--- src/rtl/toggle_monitor_if.sv ---
// Measurement bus for toggle_monitor: control/sample inputs and report outputs.
// TOGGLE_MONITOR_SPLIT_EN adds the rise/fall count signals.
interface toggle_monitor_if #(
  parameter int CNT_W = 16,
  parameter int WIN_W = 16
);
  logic             en;
  logic             din;
  logic [WIN_W-1:0] window;
  logic [CNT_W-1:0] count;
  logic             count_valid;
  logic             overflow;
  logic             busy;
`ifdef TOGGLE_MONITOR_SPLIT_EN
  logic [CNT_W-1:0] rise_count;
  logic [CNT_W-1:0] fall_count;

  modport master (output en, din, window,
                  input  count, count_valid, overflow, busy, rise_count, fall_count);
  modport slave  (input  en, din, window,
                  output count, count_valid, overflow, busy, rise_count, fall_count);
`else
  modport master (output en, din, window,
                  input  count, count_valid, overflow, busy);
  modport slave  (input  en, din, window,
                  output count, count_valid, overflow, busy);
`endif
endinterface

--- src/rtl/toggle_monitor.sv ---
// Counts transitions of a single-bit net over back-to-back windows of clock cycles.
// Define TOGGLE_MONITOR_SPLIT_EN to also report separate rise and fall counts.
module toggle_monitor #(
  parameter int CNT_W = 16,
  parameter int WIN_W = 16
) (
  input  logic              clk,
  input  logic              rst,
  toggle_monitor_if.slave   bus
);

  typedef enum logic [1:0] {IDLE = 2'd0, ARM = 2'd1, RUN = 2'd2} state_t;

  state_t           r_state;
  logic             r_prev;
  logic             r_sat;
  logic             r_busy;
  logic             r_count_valid;
  logic             r_overflow;
  logic [CNT_W-1:0] r_acc;
  logic [CNT_W-1:0] r_count;
  logic [WIN_W-1:0] r_win_cnt;

  logic             w_t;
  logic             w_acc_max;
  logic             w_sat_now;
  logic             w_ovf;
  logic             w_last;
  logic             w_win_ok;
  logic [WIN_W-1:0] w_win_m1;
  logic [CNT_W-1:0] w_acc_nxt;

  assign w_t       = bus.din ^ r_prev;
  assign w_acc_max = &r_acc;
  assign w_sat_now = w_t & w_acc_max;
  assign w_acc_nxt = (w_t && !w_acc_max) ? r_acc + CNT_W'(1) : r_acc;
  assign w_last    = (r_win_cnt == '0);
  assign w_win_ok  = (bus.window != '0);
  assign w_win_m1  = bus.window - WIN_W'(1);

`ifdef TOGGLE_MONITOR_SPLIT_EN
  logic             r_rsat, r_fsat;
  logic [CNT_W-1:0] r_racc, r_facc, r_rise_count, r_fall_count;
  logic             w_r, w_f, w_rsat_now, w_fsat_now;
  logic [CNT_W-1:0] w_racc_nxt, w_facc_nxt;

  assign w_r        = w_t & bus.din;
  assign w_f        = w_t & ~bus.din;
  assign w_rsat_now = w_r & (&r_racc);
  assign w_fsat_now = w_f & (&r_facc);
  assign w_racc_nxt = (w_r && !(&r_racc)) ? r_racc + CNT_W'(1) : r_racc;
  assign w_facc_nxt = (w_f && !(&r_facc)) ? r_facc + CNT_W'(1) : r_facc;
  assign w_ovf      = r_sat | w_sat_now | r_rsat | w_rsat_now | r_fsat | w_fsat_now;

  assign bus.rise_count = r_rise_count;
  assign bus.fall_count = r_fall_count;
`else
  assign w_ovf = r_sat | w_sat_now;
`endif

  always_ff @(posedge clk or posedge rst) begin
    if (rst) begin
      r_state       <= IDLE;
      r_prev        <= 1'b0;
      r_sat         <= 1'b0;
      r_busy        <= 1'b0;
      r_count_valid <= 1'b0;
      r_overflow    <= 1'b0;
      r_acc         <= '0;
      r_count       <= '0;
      r_win_cnt     <= '0;
`ifdef TOGGLE_MONITOR_SPLIT_EN
      r_rsat        <= 1'b0;
      r_fsat        <= 1'b0;
      r_racc        <= '0;
      r_facc        <= '0;
      r_rise_count  <= '0;
      r_fall_count  <= '0;
`endif
    end else begin
      r_count_valid <= 1'b0;
      case (r_state)
        IDLE: begin
          if (bus.en && w_win_ok) begin
            r_state <= ARM;
            r_busy  <= 1'b1;
          end
        end
        ARM: begin
          r_prev    <= bus.din;
          r_acc     <= '0;
          r_sat     <= 1'b0;
          r_win_cnt <= w_win_m1;
          r_state   <= RUN;
`ifdef TOGGLE_MONITOR_SPLIT_EN
          r_racc    <= '0;
          r_facc    <= '0;
          r_rsat    <= 1'b0;
          r_fsat    <= 1'b0;
`endif
        end
        RUN: begin
          r_prev <= bus.din;
          if (w_last) begin
            // Report includes this cycle's toggle; reload keeps prev so windows are gapless.
            r_count       <= w_acc_nxt;
            r_overflow    <= w_ovf;
            r_count_valid <= 1'b1;
            r_acc         <= '0;
            r_sat         <= 1'b0;
`ifdef TOGGLE_MONITOR_SPLIT_EN
            r_rise_count  <= w_racc_nxt;
            r_fall_count  <= w_facc_nxt;
            r_racc        <= '0;
            r_facc        <= '0;
            r_rsat        <= 1'b0;
            r_fsat        <= 1'b0;
`endif
            if (bus.en && w_win_ok) begin
              r_win_cnt <= w_win_m1;
            end else begin
              r_state <= IDLE;
              r_busy  <= 1'b0;
            end
          end else if (!bus.en) begin
            r_state <= IDLE;
            r_busy  <= 1'b0;
          end else begin
            r_acc     <= w_acc_nxt;
            r_sat     <= r_sat | w_sat_now;
            r_win_cnt <= r_win_cnt - WIN_W'(1);
`ifdef TOGGLE_MONITOR_SPLIT_EN
            r_racc    <= w_racc_nxt;
            r_facc    <= w_facc_nxt;
            r_rsat    <= r_rsat | w_rsat_now;
            r_fsat    <= r_fsat | w_fsat_now;
`endif
          end
        end
        default: begin
          r_state <= IDLE;
          r_busy  <= 1'b0;
        end
      endcase
    end
  end

  assign bus.count       = r_count;
  assign bus.count_valid = r_count_valid;
  assign bus.overflow    = r_overflow;
  assign bus.busy        = r_busy;

endmodule

--- src/flat_wrapper.sv ---
// flat-port wrapper written by rule: the top's interface ports become plain ports
module toggle_monitor_flat 
#(
  parameter int CNT_W = 16,
  parameter int WIN_W = 16
)
  (clk, rst, bus_en, bus_din, bus_window, bus_count, bus_count_valid, bus_overflow, bus_busy);
  toggle_monitor_if #(.CNT_W(CNT_W), .WIN_W(WIN_W)) bus_i ();
  input  logic clk;
  input  logic rst;
  input wire logic [$bits(bus_i.en)-1:0] bus_en;
  input wire logic [$bits(bus_i.din)-1:0] bus_din;
  input wire logic [$bits(bus_i.window)-1:0] bus_window;
  output wire logic [$bits(bus_i.count)-1:0] bus_count;
  output wire logic [$bits(bus_i.count_valid)-1:0] bus_count_valid;
  output wire logic [$bits(bus_i.overflow)-1:0] bus_overflow;
  output wire logic [$bits(bus_i.busy)-1:0] bus_busy;
  assign bus_i.en = bus_en;
  assign bus_i.din = bus_din;
  assign bus_i.window = bus_window;
  assign bus_count = bus_i.count;
  assign bus_count_valid = bus_i.count_valid;
  assign bus_overflow = bus_i.overflow;
  assign bus_busy = bus_i.busy;
  toggle_monitor #(.CNT_W(CNT_W), .WIN_W(WIN_W)) u_core (.clk(clk), .rst(rst), .bus(bus_i));
endmodule
--- config.mk ---
export PLATFORM = sky130hd
export DESIGN_NAME = toggle_monitor_flat
export DESIGN_NICKNAME = d
export VERILOG_FILES = /design/src/rtl/toggle_monitor_if.sv /design/src/rtl/toggle_monitor.sv /design/src/flat_wrapper.sv
export SDC_FILE = /design/constraint.sdc
export NUM_CORES = 1
export LEC_CHECK = 0
export BUFFER_PORTS_ARGS = -buffer_cell sky130_fd_sc_hd__buf_2
export CORE_MARGIN = 4
export CORE_UTILIZATION = 45
export DETAILED_ROUTE_END_ITERATION = 8
export SLEW_MARGIN = 20
export SYNTH_ARGS = -nofsm -noshare
export SYNTH_HDL_FRONTEND = slang
export SYNTH_SLANG_ARGS = --single-unit
--- constraint.sdc ---
create_clock -name clk -period 2.9 [get_ports clk]
set_input_delay 0 -clock clk [delete_from_list [all_inputs] [get_ports clk]]
set_output_delay 0 -clock clk [all_outputs]
set_load 0.01 [all_outputs]
==> impl_metrics.tcl, run 1 <==
set metrics [dict create \
    ios 39 \
    dr_total_vias 2857 \
    crit_family "buffers and inverters" \
    cp_max_fo 20 \
    syn_area_um2 3400 \
    worst_skew_pair.late_latency_ns 0.31 \
    viasPerCell 5.43 \
    dieWidth_um 95.0 \
    postLayoutCellArea_um2 3820 \
    crit_chain "dlygate4sd3_1 -> buf_2 -> inv_1 -> ha_1 -> nor4b_2 -> nand2_1 -> o31ai_4 -> a21oi_4 -> buf_4 -> o21a_1 -> o22a_1" \
    fmax_mhz 408 \
    crit_path_end_kind "flip-flop" \
    p_total_uw 2830 \
    power.density_nw_per_um2 741 \
    dpl_cell_area_um2 3690 \
    yosysUniqueCellTypes 57 \
    grt_start_max_net_pins 38 \
    start_util_pct 46.7 \
    cp.arrival_ns 2.66 \
    crit_type "primary input to flip-flop" \
    relSlewSlack_pct 66.8 \
    drtPass1Iterations 4 \
    routed_wirelength_um 7540 \
    final_util_pct 52.4 \
    critPathSlowestCell "dlygate4sd3_1" \
    max_stage_delay_ns 0.53 \
    synth_ff_type "dfrtp_1" \
    clk_path_buf_depth 2 \
    ys_ff_latch 55 \
    syn_nets 413 \
    clkSinkCount 55 \
    cts_setup_buffers 0 \
    maxSlewViolCount 0 \
    tightest_slew_ns 0.497 \
    area_growth_pct 12.3 \
    h-tree-depth 2 \
    dpl.hpwl_um 5610 \
    remaining_drc_errors 0 \
    cts-root-buf "clkbuf_8" \
    worst_slack_ns 0.449 \
    async_flop_share_pct 100 \
    cp.required_ns 3.11 \
    yosysWarnings 0 \
    drt_iter0_markers 106 \
    grt_pass1_wl_um 13000 \
    synth_edf_count 0 \
    rsz0062_at_grt "no" \
    netlist_instances 385 \
    cts-buffers-inserted 5 \
    antenna-diode-count 0 \
    final_cell_mix "nand2_1, dfrtp_1, o21ai_0, buf_2, nor2_1" \
    cts.clk_slew.worst_paths_ns 0.10 \
    hold_viol_final 0 \
    die_y_um 95.0 \
    finClkSkew_ns 0.00722 \
    grt_pass1_vias 2711 \
    hold_class "primary input to flip-flop" \
    setup_violations 0 \
    period_share_pct 84.5 \
    grt_antenna_before_repair 0 \
    tns_ns 0 \
    drive_gt1_share_pct 17.3 \
    wl_per_cell_um 14.3 \
    detail-route-antenna-nets 0 \
    leakage_uw 0.00156 \
    grt_overflow 0 \
    fp.dieArea_um2 9020 \
    postSynthAreaPerCell_um2 8.84 \
    track_usage_pct 18.2 \
    ys_seq_area_share_pct 40.5 \
    ir_drop_uv 426 \
    status "finished clean" \
    cts_tree "yes" \
    finish.net_count 454 \
    final_common_cell "nand2_1" \
    dpl_worst_slack_ns 0.470 \
    path_buf_inv 4 \
    maxCapViolCount 0 \
    globalplace.congestion 0.801 \
    core_um2 7290 \
    final.min_clock_period_ns 2.45 \
    rows 31 \
    critPathLaunchType "primary input" \
    port_buffers 38 \
]
-- final timing paths --
path | end | slack, ns | depth (start not counted) | start
max in group asynchronous | u_core.r_prev$_DFFE_PP0P_ | 1.86 | 4 | rst
hold / removal | u_core.r_sat$_DFFE_PP0P_ | 0.08 | 3 | bus_en
setup / recovery | u_core.r_win_cnt[15]$_DFFE_PP0P_ | 0.45 | 11 | bus_window[0]
min in group asynchronous | u_core.bus.count[15]$_DFFE_PP0P_ | 0.22 | 3 | rst
setup reg to reg | u_core.r_win_cnt[11]$_DFFE_PP0P_ | 0.46 | 8 | u_core.r_win_cnt[0]$_DFFE_PP0P_
hold reg to reg | u_core.bus.count[5]$_DFFE_PP0P_ | 0.48 | 2 | u_core.bus.count[5]$_DFFE_PP0P_
-- routing by layer --
metal  vias to the layer above  wire, µm  GRT usage [%]
met5                         -         0              0
met4                         0        55           3.61
met3                         5       269           2.87
met2                        54      3580           30.7
met1                      1343      3640           24.7
li1                       1455         -              -
-- synth_stat cells, types with 2 or more instances --
cell type  number  area [µm²]
and3_1          5        31.3
a31oi_1        13        81.3
o21ai_1         8        40.0
nor3_2          3        30.0
nand3_1        17        85.1
nand2_1        57         214
a41oi_1         2        17.5
buf_2           5        25.0
nand4_1         5        31.3
and4_1          3        26.3
nor4_1          3        18.8
o21a_1          2        15.0
buf_4           2        15.0
xnor2_1        15         131
a32o_1          2        20.0
inv_1          15        56.3
nor2_1         23        86.3
clkbuf_1        6        22.5
buf_6           3        33.8
a21o_1          2        15.0
a2bb2oi_1       2        17.5
nand2b_1        4        25.0
xor2_1         13         114
dfrtp_1        55        1380
nor4_4          2        42.5
o21ai_0        40         200
a21oi_1        17        85.1
a22o_1          5        43.8
o22ai_1         2        12.5
or3_1           5        31.3
ha_1            8         100
nor3_1         14        70.1
o22a_1          2        17.5
mux2_2          2        22.5
-- timing repair --
item,4_1_cts,5_1_grt
resized for setup,0,0
hold buffers,3,0
endpoints found under the hold margin,20,0
-- cells by family (layout without fill, tap and decap cells) --
logic type,after synthesis,in the layout,synth area share (%)
buffers and inverters,31,73,4.49
AND/OR/NAND/NOR,153,153,24.1
flip-flops,55,55,40.5
AO/OA/AOI/OAI,107,107,19.9
XOR/XNOR,28,28,7.21
multiplexers,3,3,0.956
adder cells (fa/ha/maj),8,8,2.94
-- cell type report --
type	instances	area [µm²]
clock inverter	1	7.51
fill	758	3470
clock buffer	7	96.3
timing repair buffer	50	288
sequential	55	1380
inverter	15	56.3
multi-input combinational	299	1870
tap	99	124
-- power breakdown --
group          total (µW)  internal (µW)  switching (µW)
logic                1250            516             735
registers            1110            920             187
clock network         472            218             254
-- flip-flops by register name, summed over array words and instances, names as in the netlist --
name,cells
u_core.bus.count,16
u_core.r_acc,16
u_core.r_win_cnt,16
u_core.r_state,2
u_core.bus.busy,1
u_core.bus.count_valid,1
u_core.bus.overflow,1
u_core.r_prev,1
u_core.r_sat,1
-- worst reg2reg max path: cells and delay by family, from the launching register on --
kind / cells / cell delay (ns)
AOI/OAI and AO/OA: 4 / 1.10
adders and majority gates: 1 / 0.16
and+or+nand+nor: 2 / 0.51
DFF: 1 / 0.44
buffers and inverters: 1 / 0.13
-- per-stage QoR --
| step | cells | hold slack [ns] |
|---|---|---|
| after floorplan | 385 | 0.134 |
| after global placement | 515 | 0.0129 |
| after detailed placement | 515 | 0.0101 |
| after CTS | 526 | 0.0786 |
| after global routing | 526 | 0.112 |
| final | 526 | 0.0823 |
Note: power is estimated with default switching activity, not from simulation.
==> run 2: changes to the inputs <==
Clock period 2.9 ns to 2.3 ns, I/O delays scaled along.
==> impl_metrics.tcl, run 2 (same netlist as run 1, synthesis figures left out) <==
set metrics [dict create \
    status "finished clean" \
    regToRegStartpoint "u_core.r_win_cnt[0]$_DFFE_PP0P_" \
    finClkSkew_ns 0.0143 \
    grt_pass1_wl_um 13400 \
    globalplace.congestion 0.800 \
    critPathLaunch "bus_window[0]" \
    setup_violations 0 \
    fmax_mhz 459 \
    remaining_drc_errors 0 \
    leakage_uw 0.00166 \
    cp_max_fo 4 \
    clkSinkCount 55 \
    drive_gt1_share_pct 21.7 \
    drtPass1Iterations 4 \
    clk_path_buf_depth 2 \
    crit_path_end_kind "flip-flop" \
    grt_overflow 0 \
    final.min_clock_period_ns 2.18 \
    cp-endpoint "u_core.r_state[1]$_DFFE_PP0P_" \
    dieWidth_um 95.0 \
    final_util_pct 54.7 \
    die_y_um 95.0 \
    detail-route-antenna-nets 0 \
    rows 31 \
    power.density_nw_per_um2 935 \
    cts-root-buf "clkbuf_8" \
    grt_start_max_net_pins 35 \
    drt_iter0_markers 95 \
    worst_slack_ns 0.121 \
    cts.clk_slew.worst_paths_ns 0.10 \
    final_common_cell "nand2_1" \
    hold_viol_final 0 \
    final_cell_mix "nand2_1, dfrtp_1, o21ai_0, buf_2, buf_4" \
    cts-buffers-inserted 5 \
    grt_pass1_vias 2791 \
    relSlewSlack_pct 61.4 \
    antenna-diode-count 0 \
    rsz0062_at_grt "no" \
    maxSlewViolCount 0 \
    wl_per_cell_um 14.7 \
    hold_class "primary input to flip-flop" \
    dpl.hpwl_um 5910 \
    area_growth_pct 17.3 \
    cts_tree "yes" \
    r2r_slack_ns 0.18 \
    r2r_end "u_core.r_win_cnt[8]$_DFFE_PP0P_" \
    worst_skew_pair.late_latency_ns 0.32 \
    tightest_slew_ns 0.579 \
    grt_antenna_before_repair 0 \
    tns_ns 0 \
    track_usage_pct 18.6 \
    start_util_pct 46.7 \
    h-tree-depth 2 \
    viasPerCell 5.47 \
    core_um2 7290 \
    cp.required_ns 2.50 \
    period_share_pct 94.7 \
    rr_worst_depth 9 \
    dpl_worst_slack_ns 0.0857 \
    dr_total_vias 2984 \
    ir_drop_uv 369 \
    port_buffers 38 \
    routed_wirelength_um 8030 \
    ios 39 \
    finish.net_count 474 \
    fp.dieArea_um2 9020 \
    crit_type "primary input to flip-flop" \
    critPathLaunchType "primary input" \
    cp.arrival_ns 2.38 \
    maxCapViolCount 0 \
]
-- run 2: through the flow --
| step | hold slack (ns) | instance area, µm² | cells | power [µW] |
|---|---|---|---|---|
| 5_1_grt | 0.0984 | 3990 | 546 | 4030 |
| 3_3_place_gp | 0.0948 | 3820 | 531 | 3080 |
| 2_1_floorplan | 0.134 | 3400 | 385 | 2640 |
| 3_5_place_dp | 0.0971 | 3820 | 531 | 3100 |
| 6_report | 0.0734 | 3990 | 546 | 3730 |
| 4_1_cts | 0.0658 | 3940 | 542 | 3680 |
-- run 2: worst min path at each step --
stage	to	slack, ns	cells after the start	from
final	u_core.r_sat$_DFFE_PP0P_	0.07	3	bus_en
after global routing	u_core.r_sat$_DFFE_PP0P_	0.1	3	bus_en
after CTS	u_core.r_sat$_DFFE_PP0P_	0.07	3	bus_en
after detailed placement	u_core.bus.count[12]$_DFFE_PP0P_	0.1	2	rst
after global placement	u_core.bus.count[12]$_DFFE_PP0P_	0.09	2	rst
after floorplan	u_core.r_win_cnt[0]$_DFFE_PP0P_	0.13	1	bus_window[0]
-- run 2: critical path: stages --
cell,delay (ns)
dlygate4sd3_1,0.53
buf_2,0.15
inv_1,0.07
ha_1,0.19
nor4b_4,0.28
nand2_1,0.22
nor3_1,0.25
a31oi_1,0.18
a21oi_1,0.15
mux2_2,0.34
-- run 2: power breakdown --
group	internal [µW]	leakage [µW]	switching, µW
clock network	219	0.0000443	352
registers	1160	0.000636	203
logic	770	0.000975	1030
-- run 2: metal layers --
metal / vias up / wire length, µm / GRT usage, %
li1: 1498 / - / -
met1: 1409 / 3720 / 24.6
met2: 66 / 3900 / 31.7
met3: 11 / 280 / 2.71
met4: 0 / 133 / 5.05
met5: - / 0 / 0
-- run 2: area by class of cell --
| type | instances | area (µm²) |
|---|---|---|
| Clock buffer | 5 | 68.8 |
| Clock inverter | 3 | 25.0 |
| Fill cell | 720 | 3300 |
| Inverter | 15 | 56.3 |
| Multi-Input combinational cell | 300 | 1900 |
| Sequential cell | 55 | 1380 |
| Tap cell | 99 | 124 |
| Timing Repair Buffer | 69 | 443 |
-- run 2: timing repair --
| item | CTS | global route |
|---|---|---|
| setup endpoints to repair | 0 | 19 |
| resized for setup | 0 | 4 |
| endpoints found under the hold margin | 26 | 0 |
| hold buffers | 3 | 0 |
| setup buffers | 0 | 3 |
==> run 3: changes to the inputs <==
Settings changed: PLACE_DENSITY set to 0.71, REMOVE_ABC_BUFFERS set to 1.
==> impl_metrics.tcl, run 3 (same netlist as run 1, synthesis figures left out) <==
set metrics [dict create \
    globalplace.congestion 0.829 \
    cp_max_fo 9 \
    leakage_uw 0.00165 \
    cts-root-buf "clkbuf_8" \
    cp.required_ns 2.50 \
    clkSinkCount 55 \
    dieWidth_um 95.0 \
    dpl_worst_slack_ns 0.137 \
    rsz0062_at_grt "yes" \
    grt_pass1_wl_um 13400 \
    max_stage_delay_ns 0.54 \
    core_um2 7290 \
    viasPerCell 5.51 \
    power.density_nw_per_um2 953 \
    start_util_pct 46.7 \
    crit_type "primary input to flip-flop" \
    grt_antenna_before_repair 0 \
    wl_per_cell_um 14.4 \
    rows 31 \
    crit_family "buffers and inverters" \
    critPathLaunchType "primary input" \
    worst_slack_ns 0.110 \
    track_usage_pct 18.6 \
    clk_path_buf_depth 2 \
    period_share_pct 95.2 \
    fmax_mhz 457 \
    antenna-diode-count 0 \
    cts.clk_slew.worst_paths_ns 0.09 \
    routed_wirelength_um 7830 \
    port_buffers 38 \
    dpl.hpwl_um 5830 \
    finClkSkew_ns 0.00961 \
    p_total_uw 3800 \
    maxCapViolCount 0 \
    drt_iter0_markers 130 \
    hold_class "primary input to flip-flop" \
    ir_drop_uv 444 \
    cp.arrival_ns 2.39 \
    relSlewSlack_pct 64.4 \
    ios 39 \
    worst_skew_pair.late_latency_ns 0.31 \
    drive_gt1_share_pct 21.5 \
    path_buf_inv 4 \
    grt_start_max_net_pins 35 \
    grt_overflow 0 \
    crit_chain "dlygate4sd3_1 -> buf_2 -> inv_1 -> ha_1 -> nor4b_2 -> nand2_1 -> o31ai_4 -> a21oi_4 -> buf_4 -> o21a_1 -> o22a_1" \
    critPathSlowestCell "dlygate4sd3_1" \
    maxSlewViolCount 0 \
    cts-buffers-inserted 5 \
    detail-route-antenna-nets 0 \
    hold_viol_final 0 \
    die_y_um 95.0 \
    tns_ns 0 \
    cts_tree "yes" \
    dr_total_vias 3005 \
    finish.net_count 473 \
    crit_path_end_kind "flip-flop" \
    final_common_cell "nand2_1" \
    h-tree-depth 2 \
    grt_pass1_vias 3010 \
    fp.dieArea_um2 9020 \
    dpl_cell_area_um2 3820 \
    setup_violations 0 \
    postLayoutCellArea_um2 3990 \
    drtPass1Iterations 4 \
    status "finished clean" \
    final_cell_mix "nand2_1, dfrtp_1, o21ai_0, buf_2, buf_4" \
    remaining_drc_errors 0 \
    final.min_clock_period_ns 2.19 \
    area_growth_pct 17.2 \
    tightest_slew_ns 0.529 \
]
-- run 3: report_power, final --
part | switching (µW) | total (µW) | internal (µW)
clock network | 326 | 601 | 275
logic | 1020 | 1820 | 797
registers | 221 | 1380 | 1160
-- run 3: what timing repair did --
item	CTS	global route
setup buffers	0	2
resized for setup	0	3
hold buffers	3	0
setup endpoints to repair	0	7
hold endpoints to repair	17	0
-- run 3: worst reg2reg max path: stages, from the launching register on --
cell	delay (ns)
dfrtp_2	0.42
inv_1	0.10
ha_1	0.21
nor4b_4	0.13
buf_4	0.17
a21o_1	0.19
buf_4	0.21
or3_1	0.36
o21ai_0	0.11
a22o_1	0.16
-- run 3: path summary, 6_finish.rpt --
check,from,endpoint,slack (ns),depth (start not counted)
max in group asynchronous,rst,u_core.bus.count_valid$_DFF_PP0_,1.51,4
worst min register to register,u_core.bus.count[3]$_DFFE_PP0P_,u_core.bus.count[3]$_DFFE_PP0P_,0.48,2
worst min-delay path,bus_en,u_core.r_sat$_DFFE_PP0P_,0.1,3
worst max register to register,u_core.r_win_cnt[0]$_DFFE_PP0P_,u_core.r_win_cnt[8]$_DFFE_PP0P_,0.18,9
min in group asynchronous,rst,u_core.r_acc[11]$_DFFE_PP0P_,0.19,3
worst max-delay path,bus_window[0],u_core.r_win_cnt[15]$_DFFE_PP0P_,0.11,11
-- run 3: per-stage QoR --
step	cells	hold slack, ns	util (%)
global route	545	0.126	54.7
floorplan	369	0.134	-
global placement	531	-0.0145	52.4
finish	545	0.0993	54.7
detailed placement	531	-0.0126	52.4
CTS	542	0.0992	54.2
-- run 3: per-layer routing --
metal	GRT usage [%]	vias to the layer above	part of all wire (%)
met5	0	-	0
met4	3.61	0	0.95
met3	3.59	8	4.7
met2	34.2	72	51
met1	22.5	1425	43
li1	-	1500	-
-- run 3: cell type report --
| class | instances | area, µm² |
|---|---|---|
| Tap cell | 99 | 124 |
| Sequential cell | 55 | 1380 |
| Inverter | 15 | 56.3 |
| Fill cell | 722 | 3310 |
| Clock buffer | 7 | 96.3 |
| Timing Repair Buffer | 68 | 435 |
| Multi-Input combinational cell | 300 | 1890 |
| Clock inverter | 1 | 7.51 |
